<file path="src/rtl/oam_dma_if.sv">
// CPU-side and memory-side bus bundle for the OAM DMA block.
// The master modport is the DMA's view; slave is the surrounding system's view.
interface oam_dma_if;
    logic [15:0] A_cpu;
    logic [7:0]  Di_cpu;
    logic [7:0]  Do_cpu;
    logic        rd_cpu_n;
    logic        wr_cpu_n;
    logic [15:0] A_mem;
    logic [7:0]  Do_mem;
    logic [7:0]  Di_mem;
    logic        rd_mem_n;
    logic        wr_mem_n;
    logic        dma_active;

    modport master (
        input  A_cpu, Di_cpu, rd_cpu_n, wr_cpu_n, Di_mem,
        output Do_cpu, A_mem, Do_mem, rd_mem_n, wr_mem_n, dma_active
    );

    modport slave (
        output A_cpu, Di_cpu, rd_cpu_n, wr_cpu_n, Di_mem,
        input  Do_cpu, A_mem, Do_mem, rd_mem_n, wr_mem_n, dma_active
    );
endinterface

</file>
<file path="src/rtl/oam_dma.sv">
// OAM DMA: copies 160 bytes from {page,00} to FE00 when the CPU writes FF46.
// Define OAM_DMA_START_DELAY_EN to add a 4-clock DELAY state before the first READ.
module oam_dma (
    input  logic       clock,
    input  logic       reset,
    oam_dma_if.master  bus
);

`ifdef OAM_DMA_START_DELAY_EN
    typedef enum logic [1:0] {IDLE, DELAY, READ, WRITE} state_t;
    localparam state_t START_STATE = DELAY;
`else
    typedef enum logic [1:0] {IDLE, READ, WRITE} state_t;
    localparam state_t START_STATE = READ;
`endif

    localparam logic [7:0] LAST_IDX = 8'd159;

    state_t      state;
    state_t      next_state;
    logic [7:0]  src_reg;
    logic [7:0]  idx;
    logic [7:0]  data_reg;
    logic [7:0]  page;
    logic        ff46_wr;
    logic        ff46_rd;
    logic        hram_hit;
`ifdef OAM_DMA_START_DELAY_EN
    logic [1:0]  delay_cnt;
`endif

    assign ff46_wr  = !bus.wr_cpu_n && (bus.A_cpu == 16'hFF46);
    assign ff46_rd  = !bus.rd_cpu_n && (bus.A_cpu == 16'hFF46);
    assign hram_hit = (bus.A_cpu >= 16'hFF80) && (bus.A_cpu <= 16'hFFFE);
    // Sources at E0 and above alias onto the C0-DF work-RAM pages.
    assign page     = (src_reg >= 8'hE0) ? (src_reg & 8'hDF) : src_reg;

    always_ff @(posedge clock) begin
        if (reset) state <= IDLE;
        else       state <= next_state;
    end

    always_ff @(posedge clock) begin
        if (reset) begin
            src_reg   <= 8'h00;
            idx       <= 8'd0;
            data_reg  <= 8'h00;
`ifdef OAM_DMA_START_DELAY_EN
            delay_cnt <= 2'd0;
`endif
        end else if (ff46_wr) begin
            src_reg   <= bus.Di_cpu;
            idx       <= 8'd0;
`ifdef OAM_DMA_START_DELAY_EN
            delay_cnt <= 2'd0;
`endif
        end else begin
            case (state)
`ifdef OAM_DMA_START_DELAY_EN
                DELAY:   delay_cnt <= delay_cnt + 2'd1;
`endif
                READ:    data_reg  <= bus.Di_mem;
                WRITE:   idx       <= (idx == LAST_IDX) ? 8'd0 : idx + 8'd1;
                default: ;
            endcase
        end
    end

    // An FF46 write restarts the transfer from any state, including mid-copy.
    always_comb begin
        next_state = state;
        case (state)
            IDLE:    next_state = IDLE;
`ifdef OAM_DMA_START_DELAY_EN
            DELAY:   if (delay_cnt == 2'd3) next_state = READ;
`endif
            READ:    next_state = WRITE;
            WRITE:   next_state = (idx == LAST_IDX) ? IDLE : READ;
            default: next_state = IDLE;
        endcase
        if (ff46_wr) next_state = START_STATE;
    end

    always_comb begin
        bus.A_mem      = bus.A_cpu;
        bus.Do_mem     = bus.Di_cpu;
        bus.rd_mem_n   = bus.rd_cpu_n;
        bus.wr_mem_n   = bus.wr_cpu_n;
        bus.dma_active = 1'b0;
        case (state)
`ifdef OAM_DMA_START_DELAY_EN
            DELAY: begin
                bus.A_mem      = {8'hFE, idx};
                bus.Do_mem     = data_reg;
                bus.rd_mem_n   = 1'b1;
                bus.wr_mem_n   = 1'b1;
                bus.dma_active = 1'b1;
            end
`endif
            READ: begin
                bus.A_mem      = {page, idx};
                bus.Do_mem     = data_reg;
                bus.rd_mem_n   = 1'b0;
                bus.wr_mem_n   = 1'b1;
                bus.dma_active = 1'b1;
            end
            WRITE: begin
                bus.A_mem      = {8'hFE, idx};
                bus.Do_mem     = data_reg;
                bus.rd_mem_n   = 1'b1;
                bus.wr_mem_n   = 1'b0;
                bus.dma_active = 1'b1;
            end
            default: ;
        endcase

        // During DMA only HRAM stays visible; everything else reads as FF.
        if (ff46_rd)                          bus.Do_cpu = src_reg;
        else if (state != IDLE && !hram_hit)  bus.Do_cpu = 8'hFF;
        else                                  bus.Do_cpu = bus.Di_mem;
    end

endmodule

</file>
<file path="src/flat_wrapper.sv">
// flat-port wrapper written by rule: the top's interface ports become plain ports
module oam_dma_flat 
  (clock, reset, bus_A_cpu, bus_Di_cpu, bus_rd_cpu_n, bus_wr_cpu_n, bus_Di_mem, bus_Do_cpu, bus_A_mem, bus_Do_mem, bus_rd_mem_n, bus_wr_mem_n, bus_dma_active);
  oam_dma_if bus_i ();
  input  logic clock;
  input  logic reset;
  input wire logic [$bits(bus_i.A_cpu)-1:0] bus_A_cpu;
  input wire logic [$bits(bus_i.Di_cpu)-1:0] bus_Di_cpu;
  input wire logic [$bits(bus_i.rd_cpu_n)-1:0] bus_rd_cpu_n;
  input wire logic [$bits(bus_i.wr_cpu_n)-1:0] bus_wr_cpu_n;
  input wire logic [$bits(bus_i.Di_mem)-1:0] bus_Di_mem;
  output wire logic [$bits(bus_i.Do_cpu)-1:0] bus_Do_cpu;
  output wire logic [$bits(bus_i.A_mem)-1:0] bus_A_mem;
  output wire logic [$bits(bus_i.Do_mem)-1:0] bus_Do_mem;
  output wire logic [$bits(bus_i.rd_mem_n)-1:0] bus_rd_mem_n;
  output wire logic [$bits(bus_i.wr_mem_n)-1:0] bus_wr_mem_n;
  output wire logic [$bits(bus_i.dma_active)-1:0] bus_dma_active;
  assign bus_i.A_cpu = bus_A_cpu;
  assign bus_i.Di_cpu = bus_Di_cpu;
  assign bus_i.rd_cpu_n = bus_rd_cpu_n;
  assign bus_i.wr_cpu_n = bus_wr_cpu_n;
  assign bus_i.Di_mem = bus_Di_mem;
  assign bus_Do_cpu = bus_i.Do_cpu;
  assign bus_A_mem = bus_i.A_mem;
  assign bus_Do_mem = bus_i.Do_mem;
  assign bus_rd_mem_n = bus_i.rd_mem_n;
  assign bus_wr_mem_n = bus_i.wr_mem_n;
  assign bus_dma_active = bus_i.dma_active;
  oam_dma u_core (.clock(clock), .reset(reset), .bus(bus_i));
endmodule
</file>
<file path="config.mk">
export PLATFORM = sky130hd
export DESIGN_NAME = oam_dma_flat
export DESIGN_NICKNAME = d
export VERILOG_FILES = /design/src/rtl/oam_dma_if.sv /design/src/rtl/oam_dma.sv /design/src/flat_wrapper.sv
export SDC_FILE = /design/constraint.sdc
export NUM_CORES = 1
export LEC_CHECK = 0
export CAP_MARGIN = 20
export CORE_MARGIN = 2
export CORE_UTILIZATION = 39
export DETAILED_ROUTE_END_ITERATION = 10
export GPL_TIMING_DRIVEN = 1
export PLACE_DENSITY = 0.85
export SLEW_MARGIN = 20
export SYNTH_ARGS = -nofsm -noshare
export SYNTH_HDL_FRONTEND = slang
export SYNTH_SLANG_ARGS = --single-unit
</file>
<file path="constraint.sdc">
create_clock -name clock -period 2.2 [get_ports clock]
set_input_delay 0.33 -clock clock [delete_from_list [all_inputs] [get_ports clock]]
set_output_delay 0.33 -clock clock [all_outputs]
set_load 0.01 [all_outputs]
</file>
# Word-level counts from Yosys, hierarchy flattened
# Cells that the tools add are included.
# classes
add_sub_neg	1
mul	0
n_div	0
order_cmp	3
n_eq_ne	4
shifts	0
muxes	12
bitwise	1
n_reduce_logical	11
# op_table
op	count
$mux W8	4
$pmux W16 S2	1
$eq A16 B16 Y1 const B	1
$ge A16 B16 Y1 const B	1
$le A16 B16 Y1 const B	1
$add A8 B1 Y8 const B	1
$eq A8 B8 Y1 const B	1
$ge A8 B8 Y1 const B	1
$mux W6	1
$logic_and A1 B1 Y1	4
$pmux W1 S2	2
$pmux W2 S2	1
$reduce_or A2 Y1	2
$logic_not A1 Y1	3
$mux W1	3
$eq A2 B1 Y1 const B	1
$eq A2 B2 Y1 const B	1
$reduce_and A2 Y1	1
$reduce_bool A2 Y1	1
$not A1 Y1	1
# word_totals
regBits	26
latch_bits	0
mem_bits_rw	0
rom_bits	0
inputBits	36
output_inout_bits	35
n_memories	0

# Logic depth before layout (Yosys ltp)
# Gate-level depths: netlist of the first run.
# depth
depth_word	6
depth_mapped	7

# Worst setup path after synthesis of the first run
# No wires, ideal clock.
# synth_timing
path_kind	input -> output
startpoint	input bus_A_cpu[4]
endpoint	output bus_Do_cpu[0]
t_arrival_ns	2.020
required_ns	1.870
setup_slack_ns	-0.150
path_stages	5
n_path_buf	1
path_cell_list	or4_1 > or4_4 > or2_2 > buf_2 > a31oi_1
# synth_via
elab_chain_cells	6
word_cells_on_any_way	9
cone_classes	2 x order compare; 1 x eq/ne; 2 x mux; 4 x reduce/logical
# synth_rtl
item	line_no	source
start, declared	flat_wrapper.sv:7	input wire logic [$bits(bus_i.A_cpu)-1:0] bus_A_cpu;
$ge A16 B16 Y1 or $le A16 B16 Y1 (tied branches)	oam_dma.sv:34	assign hram_hit = (bus.A_cpu >= 16'hFF80) && (bus.A_cpu <= 16'hFFFE);
$logic_and A1 B1 Y1	oam_dma.sv:34	
$logic_not A1 Y1	oam_dma.sv:119	else if (state != IDLE && !hram_hit) bus.Do_cpu = 8'hFF;
$logic_and A1 B1 Y1	oam_dma.sv:119	
$mux W8	oam_dma.sv:119	
$mux W8 (*)	oam_dma.sv:118	if (ff46_rd) bus.Do_cpu = src_reg;
end, declared	flat_wrapper.sv:12	output wire logic [$bits(bus_i.Do_cpu)-1:0] bus_Do_cpu;
# Mark *: on every way between the ends. The rest lies on a longest branch, timed or not.

# Final worst setup path of the first run
# layout_timing
startpoint	input bus_A_cpu[7]
endpoint	output bus_Do_cpu[2]
# The elaborated chain is that of the path after synthesis.

==> flow_summary.yaml, run 1 <==
outcome:
  status: "complete, but fails checks"
  violations: "setup timing"
critical_path:
  critPathSlowestCell: "or4_4"
  cp_common_cell: "or4_4"
  end_kind: "primary output"
  crit_type: "primary input to primary output"
  crit_chain: "buf_6, or4_4, or4_4, or2_4, buf_8, a31oi_4, buf_2"
  path_max_fanout: 5
  cp.arrival_ps: 2080
  required_ps: 1870
  startpoint_type: "primary input"
  cpPeakStageDelay_ps: 520
logic_synthesis:
  synth.distinct_cells: 34
  syn_avg_cell_area_um2: 7.587
  synth-edff-count: 0
  synth_nets: 275
  synth.cell_area_um2: 1783
  synthArstFlopShare_pct: 0
  yosys-top-cells-count: "dfxtp_1, a21oi_1, inv_1"
  synth_ff_type: "dfxtp_1"
  ys_seq_area_share_pct: 29.19
  synth-seq-cells: 26
  synth_top_area_share_pct: 29.19
  synth_area_leaders: "dfxtp_1, mux2_2, a21oi_1"
  yosysMostFrequentCell: "dfxtp_1"
  ys_warn_count: 0
  synthCells: 235
  yosysTopAreaCell: "dfxtp_1"
global_routing:
  antenna_found_initial: 0
  grt_pass1_wl_um: 9453
  overflow: 0
  grt_util_all_layers_pct: 23.58
  grt_max_degree: 34
  grt_pass1_vias: 1976
clock_tree:
  htree_levels: 1
  clkSinkCount: 26
  cts_buffers: 3
  cts_hold_buf: 0
  cts_root_buf: "clkbuf_8"
  clk_latency_ps: 280
  cts_max_path_buffers: 2
  cts_tree: "done"
  clkTransAtPathRegs_ps: 100
placed_design:
  globalplace.congestion: 0.8509
  place_area_um2: 2880
  dp_hpwl_um: 4226
  io_buffers: 70
  numPlacedInstances: 368
floorplan:
  die_y_um: 71.62
  core_area_um2: 4384
  die_w_um: 71.62
  dieArea_um2: 5129
  rows: 24
  io_pins: 71
  initial_core_util_pct: 40.67
layout:
  area_growth_syn_to_layout_pct: 72.28
  insertedDiodeCount: 0
  fin_nets: 371
  final_cells: 382
  stdcell_area_um2: 3072
  drive_above_1_share_pct: 27.58
  final_util_pct: 70.06
timing:
  drv_slew: 0
  clock_skew_ps: 3.087
  tightestPinTransition_ps: 289.5
  hold_viol: 0
  setup_viol: 8
  fmaxAchievable_ghz: 0.4150
  final.setup.tns_ps: -1513
  fin_ws_ps: -209.8
  min_period_over_period_pct: 109.5
  max_slew_margin_pct: 80.70
  rsz0062_at_grt: "true"
  finalWorstPathRequiredPeriod_ps: 2410
pwr:
  powerDensity_nw_per_um2: 365.7
  leakage_nw: 1.215
  peakVddDrop_mv: 0.2739
hold_path:
  hold_path.class: "flip-flop to flip-flop"
run:
  drv_cap: 0
drt:
  dr.pass1.iters: 4
  viasPerCell: 5.479
  first_iter_violations: 143
  detail-route-antenna-nets: 0
  drc: 0
  wl_per_cell_um: 16.11
  vias: 2093
  drt_wl_total_um: 6154
-- final cells by class --
cell class | instances | area, µm²
clock buffers | 3 | 41.29
well taps | 52 | 65.06
clock inverters | 1 | 30.03
multi-input cells | 171 | 1341
inverters | 19 | 71.32
flip-flops and latches | 26 | 521.8
fillers | 316 | 1313
repair buffers | 110 | 1001
-- cells in the final DEF (no fill, tap or decap), types with 2 or more instances in the layout --
| cell | count |
|---|---|
| nor2_1 | 12 |
| nor3_1 | 8 |
| nand4b_1 | 10 |
| inv_1 | 18 |
| buf_6 | 6 |
| a31oi_4 | 8 |
| dlygate4sd2_1 | 34 |
| mux2i_1 | 10 |
| mux2_2 | 10 |
| clkdlybuf4s50_1 | 20 |
| buf_2 | 7 |
| a31oi_1 | 2 |
| xnor2_1 | 2 |
| buf_12 | 4 |
| buf_4 | 34 |
| nand2b_1 | 17 |
| o21ai_0 | 9 |
| nor3_4 | 6 |
| nand3_1 | 4 |
| nor3_2 | 2 |
| dfxtp_1 | 25 |
| dlymetal6s2s_1 | 4 |
| o22ai_1 | 8 |
| or3_1 | 2 |
| nand2_1 | 15 |
| nand4_1 | 4 |
| or4_4 | 2 |
| xor2_1 | 3 |
| clkbuf_8 | 3 |
| ha_1 | 2 |
| a21oi_1 | 22 |
| ha_4 | 2 |
-- layer usage --
metal	up-vias	track usage [%]	wire length, µm
met3	14	2.672	332
met4	0	9.644	182
met5	-	0	0
met1	980	29.54	2571
li1	1021	-	-
met2	78	41.05	3066
-- cells by family (layout without fill, tap and decap cells) --
| group | count (synthesis) | in the layout | share of synthesized area, % |
|---|---|---|---|
| compound gates | 53 | 53 | 16.77 |
| xor+xnor | 5 | 5 | 2.457 |
| fa+ha+maj | 4 | 4 | 2.807 |
| buf+inv | 38 | 133 | 8.912 |
| flops | 26 | 26 | 29.19 |
| mux | 20 | 20 | 11.93 |
| simple gates | 89 | 89 | 27.93 |
-- final timing paths --
path / start / depth (start not counted) / slack (ps) / endpoint
min reg2reg: u_core.data_reg[0] / 2 / 480 / u_core.data_reg[0]
max reg2reg: u_core.state[0] / 7 / 640 / u_core.idx[7]
min: u_core.data_reg[0] / 2 / 480 / u_core.data_reg[0]
max: bus_A_cpu[7] / 7 / -210 / bus_Do_cpu[2]
-- where the power goes --
| part | internal [W] | switching, W | total, W | leakage, nW |
|---|---|---|---|---|
| Combinational | 0.000136 | 0.000100 | 0.000237 | 0.969 |
| Sequential | 0.000472 | 0.00000351 | 0.000476 | 0.210 |
| Clock | 0.000244 | 0.000167 | 0.000411 | 0.0357 |
| Total | 0.000852 | 0.000271 | 0.00112 | 1.21 |
-- per-stage QoR --
step                hold WS [ps]  worst slack (ps)  power (W)
floorplan                  445.2             53.41  0.0005775
global placement           456.4            -916.3  0.0007420
detailed placement         461.2            -950.2  0.0007452
CTS                        480.9            -339.1   0.001120
global route               510.4            -243.1   0.001158
finish                     481.1            -209.8   0.001123
-- what timing repair did --
item / 4_1_cts / 5_1_grt
resized for setup: 98 / 12
buffers inserted: 8 / 2
pin swaps: 9 / 5
endpoints found under the setup margin: 42 / 18
-- worst max-delay path, delay by kind of cell --
family                 cells  cell delay [ps]
and+or+nand+nor            3             1230
buffers and inverters      3              390
AOI/OAI and AO/OA          1              120
Note: power is estimated with default switching activity, not from simulation.
==> run 2, diff against run 1 <==
--- a/config.mk
+++ b/config.mk
@@ -7,10 +7,10 @@
 export LEC_CHECK = 0
 export CAP_MARGIN = 20
 export CORE_MARGIN = 2
-export CORE_UTILIZATION = 39
+export CORE_UTILIZATION = 40
 export DETAILED_ROUTE_END_ITERATION = 10
 export GPL_TIMING_DRIVEN = 1
-export PLACE_DENSITY = 0.85
+export PLACE_DENSITY = 0.84
 export SLEW_MARGIN = 20
 export SYNTH_ARGS = -nofsm -noshare
 export SYNTH_HDL_FRONTEND = slang
==> constraint.sdc (replaced) <==
create_clock -name clock -period 2.7 [get_ports clock]
set_input_delay 0.405 -clock clock [delete_from_list [all_inputs] [get_ports clock]]
set_output_delay 0.405 -clock clock [all_outputs]
set_load 0.01 [all_outputs]
==> run 2 against run 1 <==
Net effect:
- the run now ends clean
- cell count down 4.2%
- non-clock buffer count fell by 16
- via count shrank 4.1%
- sequential power decreased by 19%
- register-to-register slack better by 300 ps
- critical path depth decreased by 1
- worst hold slack lost 3.3 ps
- core utilization shrank 7.2 points
- global-route usage down 1.4 points
- critical endpoint is now bus_Do_cpu[0]
- largest cell class unchanged
==> flow_summary.yaml, run 2 (same netlist as run 1, synthesis figures left out) <==
clock_tree:
  cts_max_path_buffers: 2
  cts_tree: "done"
  postCtsSetupBuffers: 0
  htree_levels: 1
  cts_buffers: 3
  clkTransAtPathRegs_ps: 90
  clk_latency_ps: 270
  clkSinkCount: 26
  cts_root_buf: "clkbuf_8"
  cts_hold_buf: 0
floorplan:
  core_area_um2: 4324
  dieArea_um2: 5008
  die_w_um: 70.77
  io_pins: 71
  die_y_um: 70.77
  initial_core_util_pct: 41.23
  rows: 24
layout:
  final_cells: 366
  area_growth_syn_to_layout_pct: 52.35
  fillers: 398
  final_util_pct: 62.82
  multi_input_area_um2: 1156
  final_common_cell: "clkdlybuf4s50_1"
  stdcell_area_um2: 2716
  drive_above_1_share_pct: 18.79
  final_cell_mix: "clkdlybuf4s50_1, dfxtp_1, buf_4"
  insertedDiodeCount: 0
  fin_nets: 355
  seqCellArea_um2: 520.5
pwr:
  leakage_nw: 1.021
  peakVddDrop_mv: 0.2154
  powerDensity_nw_per_um2: 306.8
drt:
  detail-route-antenna-nets: 0
  dr.pass1.iters: 4
  wl_met3_um: 454
  drc: 0
  route.met2.wl_um: 2596
  highest_layer: "met4"
  first_iter_violations: 136
  viasPerCell: 5.486
  vias: 2008
  wl_per_cell_um: 15.29
  wl_met1_um: 2486
  drt_wl_total_um: 5597
critical_path:
  r2r_start: "u_core.state[0]"
  end_kind: "primary output"
  crit_type: "primary input to primary output"
  startpoint_type: "primary input"
  required_ps: 2300
  path_max_fanout: 8
  startpoint: "bus_A_cpu[0]"
  reg2reg_depth: 7
  cp.arrival_ps: 2260
outcome:
  status: "finished clean"
placed_design:
  place_area_um2: 2654
  globalplace.congestion: 0.8126
  numPlacedInstances: 362
  io_buffers: 70
  dp_hpwl_um: 4060
timing:
  rsz0062_at_grt: "true"
  tightestPinTransition_ps: 920.0
  min_period_over_period_pct: 98.56
  hold_viol: 0
  fmaxAchievable_ghz: 0.3758
  finalWorstPathRequiredPeriod_ps: 2661
  max_slew_margin_pct: 38.47
  timing.hold.ws_ps: 477.8
  setup_viol: 0
  drv_slew: 0
  clock_skew_ps: 1.755
global_routing:
  grt_pass1_wl_um: 8956
  grt_max_degree: 31
  antenna_found_initial: 0
  overflow: 0
  grt_util_all_layers_pct: 22.13
  grt_pass1_vias: 1906
hold_path:
  holdPathStages: 2
  hold_path.class: "flip-flop to flip-flop"
  min-delay-start: "u_core.data_reg[5]"
run:
  drv_cap: 0
==> run 2: cell count changes in the layout (fill, tap and decap cells not counted), moves of 5 or more <==
cell,delta
buf_6,-6
nor3_2,+5
nor3_4,-6
a31oi_1,+8
buf_4,-11
dlygate4sd2_1,-30
a31oi_4,-8
clkdlybuf4s50_1,+38
==> run 2: power breakdown <==
group / internal [W] / switching [W] / leakage, nW
Clock: 0.000131 / 0.000125 / 0.0288
Sequential: 0.000385 / 0.00000283 / 0.209
Combinational: 0.000118 / 0.0000729 / 0.783
==> run 2: cell type report <==
type	instances	share of cell area (%)
Inverter	19	2.626
Tap cell	52	2.395
Clock buffer	4	2.027
Multi-Input combinational cell	171	42.56
Sequential cell	26	19.16
Timing Repair Buffer	94	31.23
==> run 2: stage by stage <==
stage                     TNS [ps]  setup slack [ps]  power [W]
after global routing        -11.36            -6.577  0.0008673
after floorplan                  0             200.1  0.0004590
after global placement       -5394            -716.8  0.0005904
final                            0             38.77  0.0008335
after CTS                        0             39.65  0.0008373
after detailed placement     -5791            -737.2  0.0005921
==> run 2: repair_timing <==
action,CTS,global route
endpoints found under the setup margin,23,17
resized for setup,43,4
pin swaps,11,0
==> run 2: metal layers <==
layer | global-route usage (%) | vias up
li1 | - | 991
met1 | 29.76 | 913
met2 | 36.24 | 100
met3 | 3.419 | 4
met4 | 7.547 | 0
met5 | 0 | -
==> run 2: worst paths after layout <==
path                             end  slack, ps
setup / recovery       bus_Do_cpu[0]         40
hold reg to reg   u_core.data_reg[5]        480
hold / removal    u_core.data_reg[5]        480
setup reg to reg       u_core.idx[6]        940
==> run 2: worst max-delay path: stages <==
cell and delay (ps):
dlygate4sd2_1 240, or4_1 530, or4_4 450, or2_4 310, a31oi_1 160, buf_2 160
==> run 3, diff against run 2 <==
--- a/config.mk
+++ b/config.mk
@@ -11,6 +11,7 @@
 export DETAILED_ROUTE_END_ITERATION = 10
 export GPL_TIMING_DRIVEN = 1
 export PLACE_DENSITY = 0.84
+export RECOVER_POWER = 25
 export SLEW_MARGIN = 20
 export SYNTH_ARGS = -nofsm -noshare
 export SYNTH_HDL_FRONTEND = slang
==> results of run 3 <==
Final layout, timing and power as in run 2 (identical DEF).
